`config.mk`:
```
export PLATFORM = sky130hd
export DESIGN_NAME = req_ack_responder
export DESIGN_NICKNAME = d
export VERILOG_FILES = /design/src/rtl/req_ack_responder.sv
export SDC_FILE = /design/constraint.sdc
export NUM_CORES = 1
export LEC_CHECK = 0
export CORE_MARGIN = 5
export CORE_UTILIZATION = 52
export CTS_CLUSTER_DIAMETER = 80
export DETAILED_ROUTE_END_ITERATION = 6
export PLACE_DENSITY = 0.77
export SKIP_LAST_GASP = 1
export SLEW_MARGIN = 10
export SYNTH_ARGS = -nofsm -noshare
export SYNTH_HDL_FRONTEND = slang
export SYNTH_SLANG_ARGS = --single-unit
```
`constraint.sdc`:
```
create_clock -name clk_i -period 3.2 [get_ports clk_i]
set_clock_uncertainty 0.1 [all_clocks]
set_input_delay 0.64 -clock clk_i [delete_from_list [all_inputs] [get_ports clk_i]]
set_output_delay 0.64 -clock clk_i [all_outputs]
set_load 0.1 [all_outputs]
```
`src/rtl/req_ack_responder.sv`:
```
// Responder for a single-wire req/ack handshake: every rising edge of req is answered by an
// ack pulse of ACK_LEN cycles, DELAY cycles later, with a bounded queue for requests seen while busy.
module req_ack_responder #(
  parameter int unsigned DELAY      = 2,
  parameter int unsigned ACK_LEN    = 1,
  parameter int unsigned PEND_DEPTH = 3,
  parameter int unsigned CNT_W      = 8
) (
  input  logic                              clk_i,
  input  logic                              rst_i,
  input  logic                              req_i,
  output logic                              ack_o,
  output logic                              busy_o,
  output logic [$clog2(PEND_DEPTH+1)-1:0]   pend_o,
  output logic                              drop_o,
  output logic [CNT_W-1:0]                  served_o
);

  localparam int unsigned PW = $clog2(PEND_DEPTH + 1);
  localparam logic [3:0] DelayLd = 4'(DELAY - 1);
  localparam logic [3:0] AckLd   = 4'(ACK_LEN - 1);
  localparam logic [PW-1:0] PendMax = PW'(PEND_DEPTH);

  typedef enum logic [1:0] {StIdle, StDelay, StAck} state_e;

  state_e           state_q;
  logic [3:0]       cnt_q;
  logic             req_q;
  logic             ack_q;
  logic             drop_q;
  logic [PW-1:0]    pend_q;
  logic [CNT_W-1:0] served_q;

  logic          rise;
  logic          ack_done;
  logic          take_pend;
  logic          consume;
  logic          start;
  logic          queue_rise;
  logic          drop_d;
  logic [PW-1:0] pend_left;
  logic [PW-1:0] pend_d;

  // Service slot frees in IDLE or on the last ACK cycle; queued work has priority over a new rise.
  always_comb begin
    rise      = req_i & ~req_q;
    ack_done  = (state_q == StAck) && (cnt_q == 4'd0);
    take_pend = 1'b0;
    consume   = 1'b0;
    if ((state_q == StIdle) || ack_done) begin
      if (pend_q != '0) begin
        take_pend = 1'b1;
      end else begin
        consume = rise;
      end
    end
    start      = take_pend | consume;
    pend_left  = pend_q - PW'(take_pend);
    queue_rise = rise & ~consume;
    drop_d     = queue_rise && (pend_left == PendMax);
    pend_d     = pend_left + PW'(queue_rise & ~drop_d);
  end

  always_ff @(posedge clk_i or posedge rst_i) begin
    if (rst_i) begin
      state_q  <= StIdle;
      cnt_q    <= 4'd0;
      req_q    <= 1'b0;
      ack_q    <= 1'b0;
      drop_q   <= 1'b0;
      pend_q   <= '0;
      served_q <= '0;
    end else begin
      req_q  <= req_i;
      drop_q <= drop_d;
      pend_q <= pend_d;
      if (ack_done) begin
        served_q <= served_q + CNT_W'(1);
      end
      unique case (state_q)
        StIdle: begin
          if (start) begin
            state_q <= StDelay;
            cnt_q   <= DelayLd;
          end
        end
        StDelay: begin
          if (cnt_q != 4'd0) begin
            cnt_q <= cnt_q - 4'd1;
          end else begin
            state_q <= StAck;
            ack_q   <= 1'b1;
            cnt_q   <= AckLd;
          end
        end
        StAck: begin
          if (cnt_q != 4'd0) begin
            cnt_q <= cnt_q - 4'd1;
          end else begin
            ack_q <= 1'b0;
            if (start) begin
              state_q <= StDelay;
              cnt_q   <= DelayLd;
            end else begin
              state_q <= StIdle;
            end
          end
        end
        default: begin
          state_q <= StIdle;
          ack_q   <= 1'b0;
        end
      endcase
    end
  end

  assign ack_o    = ack_q;
  assign busy_o   = (state_q != StIdle);
  assign pend_o   = pend_q;
  assign drop_o   = drop_q;
  assign served_o = served_q;

endmodule

```
---- Word level (Yosys, flattened, before mapping) ----
Cells that the tools add are included.
storage, ports and cells
  register bits after elaboration ......... 19
  input bits .............................. 3
  output and inout bits ................... 13
  word-level logic and storage cells ...... 52
cells by class
  add/subtract/negate cells ............... 4
  equal/unequal tests ..................... 6
  mux-type cells .......................... 16
  bitwise gates (word level) .............. 8
  reductions and logical operators ........ 11
operator list
  cell                                                                    number
  4-bit two-way mux                                                       3
  4-bit case mux with 3 select lines                                      1
  8-bit by 1-bit adder with 8-bit output (second input constant)          1
  1-bit two-way mux                                                       7
  2-bit two-way mux                                                       3
  2-bit != test (second input constant)                                   3
  2-bit case mux with 3 select lines                                      1
  3-bit AND reduction                                                     2
  2-bit equality test (second input constant)                             2
  4-bit logical NOT                                                       1
  2-bit nonzero test                                                      2
  4-bit nonzero test                                                      1
  4-bit by 1-bit subtractor with 4-bit output (second input constant)     1
  1-bit NOT                                                               3
  1-bit case mux with 3 select lines                                      1
  3-bit nonzero test                                                      1
  2-bit adder                                                             1
  1-bit AND                                                               2
  1-bit by 2-bit AND with 2-bit output                                    1
  2-bit by 1-bit equality test with 1-bit output (second input constant)  1
  1-bit logical AND                                                       2
  2-bit logical NOT                                                       1
  1-bit NOT with 2-bit output                                             1
  2-bit by 1-bit subtractor with 2-bit output                             1
  2 further kinds                                                         2

---- Longest topological paths before layout ----
  depth after elaboration ................. 10
  mapped depth ............................ 14
  depth with buffers taken out ............ 13

---- Least setup slack after synthesis ----
No wires, ideal clock.
  path kind ............................... register to register
  start point ............................. register pend_q[1] (netlist: pend_o[1])
  end point ............................... register pend_q[1] (netlist: pend_o[1])
  library setup time ...................... 0.161 ns
  data arrival time ....................... 2.339 ns
  required time ........................... 2.939 ns
  path slack .............................. 0.600 ns
  cell stages (with the launch flop) ...... 11
  buffers on the path ..................... 0
  clock period less this slack ............ 2.600 ns
  cell sequence ........................... dfrtp_1 -> nor2_1 -> nor2_1 -> ha_1 -> inv_1 -> nand2_1 -> a21oi_1 -> a211oi_1 -> ha_1 -> xnor2_1 -> xnor2_1
between the ends
  cells in the longest elaborated chain, start to end .. 9
  elaborated cells on any way between the ends .. 13
  those cells by class .................... add/sub: 2; eq/ne: 1; mux: 4; bitwise: 4; reduce/logical: 2
RTL lines
  what                                                                             line    source
  start, declared                                                                  31      logic [PW-1:0] pend_q;
  start signal, assigned                                                           76      pend_q <= pend_d;
  2-bit nonzero test                                                               51      if (pend_q != '0) begin
  1-bit two-way mux                                                                51
  1-bit two-way mux                                                                50      if ((state_q == StIdle) || ack_done) begin
  2-bit by 1-bit subtractor with 2-bit output / 1-bit NOT (equally long branches)  58, 59
  2-bit equality test / 1-bit AND (equally long branches)                          60, 59
  1-bit logical AND                                                                60      drop_d = queue_rise && (pend_left == PendMax);
  1-bit NOT with 2-bit output                                                      61      pend_d = pend_left + PW'(queue_rise & ~drop_d);
  1-bit by 2-bit AND with 2-bit output                                             61
  2-bit adder *                                                                    61
  named net pend_d[1]                                                              42      logic [PW-1:0] pend_d;
Mark *: on every way through the listed nets, which the timed path passes. The rest lies on a longest branch.
A chain may end at the register's enable or synchronous reset.

---- Worst setup path after layout ----
  start point ............................. register state_q[0]
  end point ............................... register pend_q[1] (netlist: pend_o[1])
between the ends
  cells in the longest elaborated chain, start to end .. 10
  elaborated cells on any way between the ends .. 14
  those cells by class .................... add/sub: 2; eq/ne: 2; mux: 2; bitwise: 4; reduce/logical: 4
RTL lines
  what                                                                             line    source
  start, declared                                                                  26      state_e state_q;
  start signal, assigned                                                           66      state_q <= StIdle;
  start signal, assigned                                                           83      state_q <= StDelay;
  start signal, assigned                                                           91      state_q <= StAck;
  2-bit equality test                                                              47      ack_done = (state_q == StAck) && (cnt_q == 4'd0);
  1-bit logical AND                                                                47
  1-bit logical OR *                                                               50
  1-bit two-way mux                                                                50
  2-bit by 1-bit subtractor with 2-bit output / 1-bit NOT (equally long branches)  58, 59
  2-bit equality test / 1-bit AND (equally long branches)                          60, 59
  1-bit logical AND                                                                60
  1-bit NOT with 2-bit output                                                      61
  1-bit by 2-bit AND with 2-bit output                                             61
  2-bit adder *                                                                    61
  named net pend_d[1]                                                              42
Marked as above.

==> run_results.csv <==
group,metric,value,unit
status,status,"finished clean",
clock_tree,htree_levels,1,
worst_setup_path,worstReg2RegStart,"state_q[0]$_DFFE_PP0P_",
yosys,yosysSeqAreaShare,0.458,
floorplanning,dieArea,2990,µm²
final_layout,design_area,1200,µm²
sta,setup_viol,0,
floorplanning,initial_core_util,0.540,
floorplanning,io_pins,16,
sta,worstMarginPinSlew,0.722,ns
clock_tree,clk_latency,0.30,ns
global_routing,grt_max_degree,20,
detailed_routing,routed_wl,1940,µm
yosys,yosysTopAreaCellShare,0.458,
yosys,yosysTopAreaCell,"dfrtp_1",
sta,fin_crit,2.73,ns
placed_design,portBuffers,15,
clock_tree,post-cts-setup-buffers,0,
detailed_routing,ant_nets,0,
global_routing,grt_pass1_vias,740,
yosys,synth_fp_nets,109,
worst_setup_path,crit_type,"reg2reg",
clock_tree,cts.sinks,19,
detailed_routing,drc,0,
detailed_routing,vias,762,
worst_setup_path,required,3.33,ns
placed_design,place_hpwl,1470,µm
sta,slew_headroom,0.518,
yosys,ys_top_cells_by_area,"dfrtp_1 (46%), ha_1 (9.7%), xnor2_1 (5.1%), inv_1 (4.0%), mux2_2 (3.3%)",
sta,rsz0062_at_grt,"no",
worst_setup_path,arrival,2.86,ns
yosys,syn_area,1040,µm²
global_routing,grt.overflow.total,0,
yosys,yosys_warnings,0,
detailed_routing,routedWlPerCell,13.6,µm
yosys,synth-seq-cells,19,
floorplanning,die_x,54.7,µm
final_layout,layout-drive-gt1-share,0.217,
floorplanning,core,1920,µm²
clock_tree,path_clk_slew,0.11,ns
sta,holdWs,0.378,ns
worst_setup_path,r2r.worst_path.cells,13,
worst_setup_path,crit_end,"pend_o[1]$_DFF_PP0_",
global_routing,grt.total_usage,0.156,
yosys,synth.distinct_cells,33,
final_layout,syn_to_final_growth,16.2,%
floorplanning,rows,16,
detailed_routing,avgViaCountPerCell,5.37,
detailed_routing,first_pass_iters,4,
sta,setup_tns,0,ns
placed_design,placed_cell_area,1180,µm²
clock_tree,postCtsHoldBufs,0,
clock_tree,cts_inserted_buffers,3,
worst_setup_path,reg2reg_setup_slack,0.47,ns
worst_setup_path,worstPathMaxFanout,11,
sta,final_max_slew_viol_count,0,
clock_tree,cts_root_buffer,"clkbuf_4",
yosys,synth_area_per_cell,10.6,µm²
clock_tree,cts_tree,"built",
clock_tree,clock_path_buffers,2,
worst_setup_path,r2r-end,"pend_o[1]$_DFF_PP0_",
final_layout,nets,127,
detailed_routing,drtIter0Drc,9,
yosys,synthCells,98,
placed_design,gp_congestion,0.834,
final_layout,final_common_cell,"dfrtp_1",
floorplanning,die_h,54.7,µm
worst_hold_path,hold_path_class,"reg2reg",
final_layout,fillers,172,
final_layout,final_cell_mix,"dfrtp_1 (19), buf_4 (13), inv_1 (11), ha_1 (8)",
worst_setup_path,startpoint,"state_q[0]$_DFFE_PP0P_",
sta,max_freq,367,MHz
final_layout,antenna_cells,0,
sta,fin_crit_sh,0.852,
global_routing,grt_pass1_wl,3280,µm
flow_run,drv_cap,0,
clock_tree,ctsResizeCount,0,
worst_setup_path,start_kind,"flip-flop",
global_routing,antenna_found_initial,0,
sta,finalHoldViolCount,0,
worst_setup_path,end_kind,"flip-flop",
## layer usage
layer,GRT usage,part of all wire,wire [µm],up-vias
met2,0.240,0.51,990,10
met3,0.0327,0.031,60,2
met1,0.205,0.45,872,373
li1,-,-,-,377
met5,0,0,0,-
met4,0.0788,0.0067,13,0
## logic make-up (layout without fill, tap and decap cells)
logic type                 after synthesis  in the layout  synth area share
xor gates and xnor gates                 9              9            0.0760
and+or+nand+nor                         26             26             0.145
muxes                                    3              3            0.0326
buffers and inverters                   13             30            0.0507
DFF                                     19             19             0.458
adders and majority gates                8              8            0.0965
AOI/OAI and AO/OA                       20             20             0.141
## Yosys cell counts, drive strengths merged
master / n
a211oi: 3
a21o: 1
a21oi: 6
and2: 1
and3: 1
and4: 2
and4bb: 1
buf: 1
clkbuf: 1
dfrtp: 19
ha: 8
inv: 11
mux2: 3
nand2: 3
nand2b: 3
nand3: 2
nand3b: 1
nand4: 1
nor2: 6
nor3: 2
o211ai: 2
o21a: 1
o21ai: 2
o22ai: 2
o2bb2ai: 1
o311ai: 2
or3: 2
or3b: 1
xnor2: 6
xor2: 3
## registers in the layout, indices dropped and copies added (netlist names)
name / flops
cnt_q: 4
req_q: 1
ack_o: 1
state_q: 2
pend_o: 2
drop_o: 1
served_o: 8
## cell type report
class	instances	area, µm²	area share
Multi-Input combinational cell	66	509	0.423
Tap cell	27	33.8	0.0280
Inverter	11	41.3	0.0343
Sequential cell	19	475	0.395
Timing Repair Buffer	15	118	0.0976
Clock inverter	1	5.00	0.00415
Clock buffer	3	22.5	0.0187
## worst max-delay path, cell delays in order, from the launching register on
cell      delay (ns)
dfrtp_1         0.42
inv_1           0.13
ha_1            0.23
and4bb_2        0.41
nor2_1          0.09
nor2_1          0.14
ha_1            0.28
inv_1           0.09
nand2_1         0.06
a21oi_1         0.14
a211oi_1        0.06
ha_1            0.21
xnor2_1         0.17
xnor2_1         0.13
## worst min path at each step
stage / startpoint / end / slack, ns / depth (start not counted)
final: served_o[7]$_DFFE_PP0P_ / served_o[7]$_DFFE_PP0P_ / 0.38 / 1
after CTS: served_o[7]$_DFFE_PP0P_ / served_o[7]$_DFFE_PP0P_ / 0.38 / 1
after global routing: served_o[7]$_DFFE_PP0P_ / served_o[7]$_DFFE_PP0P_ / 0.40 / 1
after floorplan: cnt_q[1]$_DFFE_PP0P_ / cnt_q[1]$_DFFE_PP0P_ / 0.41 / 2
after detailed placement: served_o[7]$_DFFE_PP0P_ / served_o[7]$_DFFE_PP0P_ / 0.37 / 1
after global placement: served_o[7]$_DFFE_PP0P_ / served_o[7]$_DFFE_PP0P_ / 0.36 / 1
## stage by stage
step | utilization | instances | worst slack, ns
after global routing | 0.627 | 142 | 0.264
after detailed placement | 0.613 | 138 | 0.501
final | 0.627 | 142 | 0.473
after floorplan | - | 98 | 0.600
after CTS | 0.627 | 142 | 0.473
after global placement | 0.613 | 138 | 0.659
Power is not shown: default switching activity piles up to over one toggle a cycle in this logic, so the estimate is an artifact.
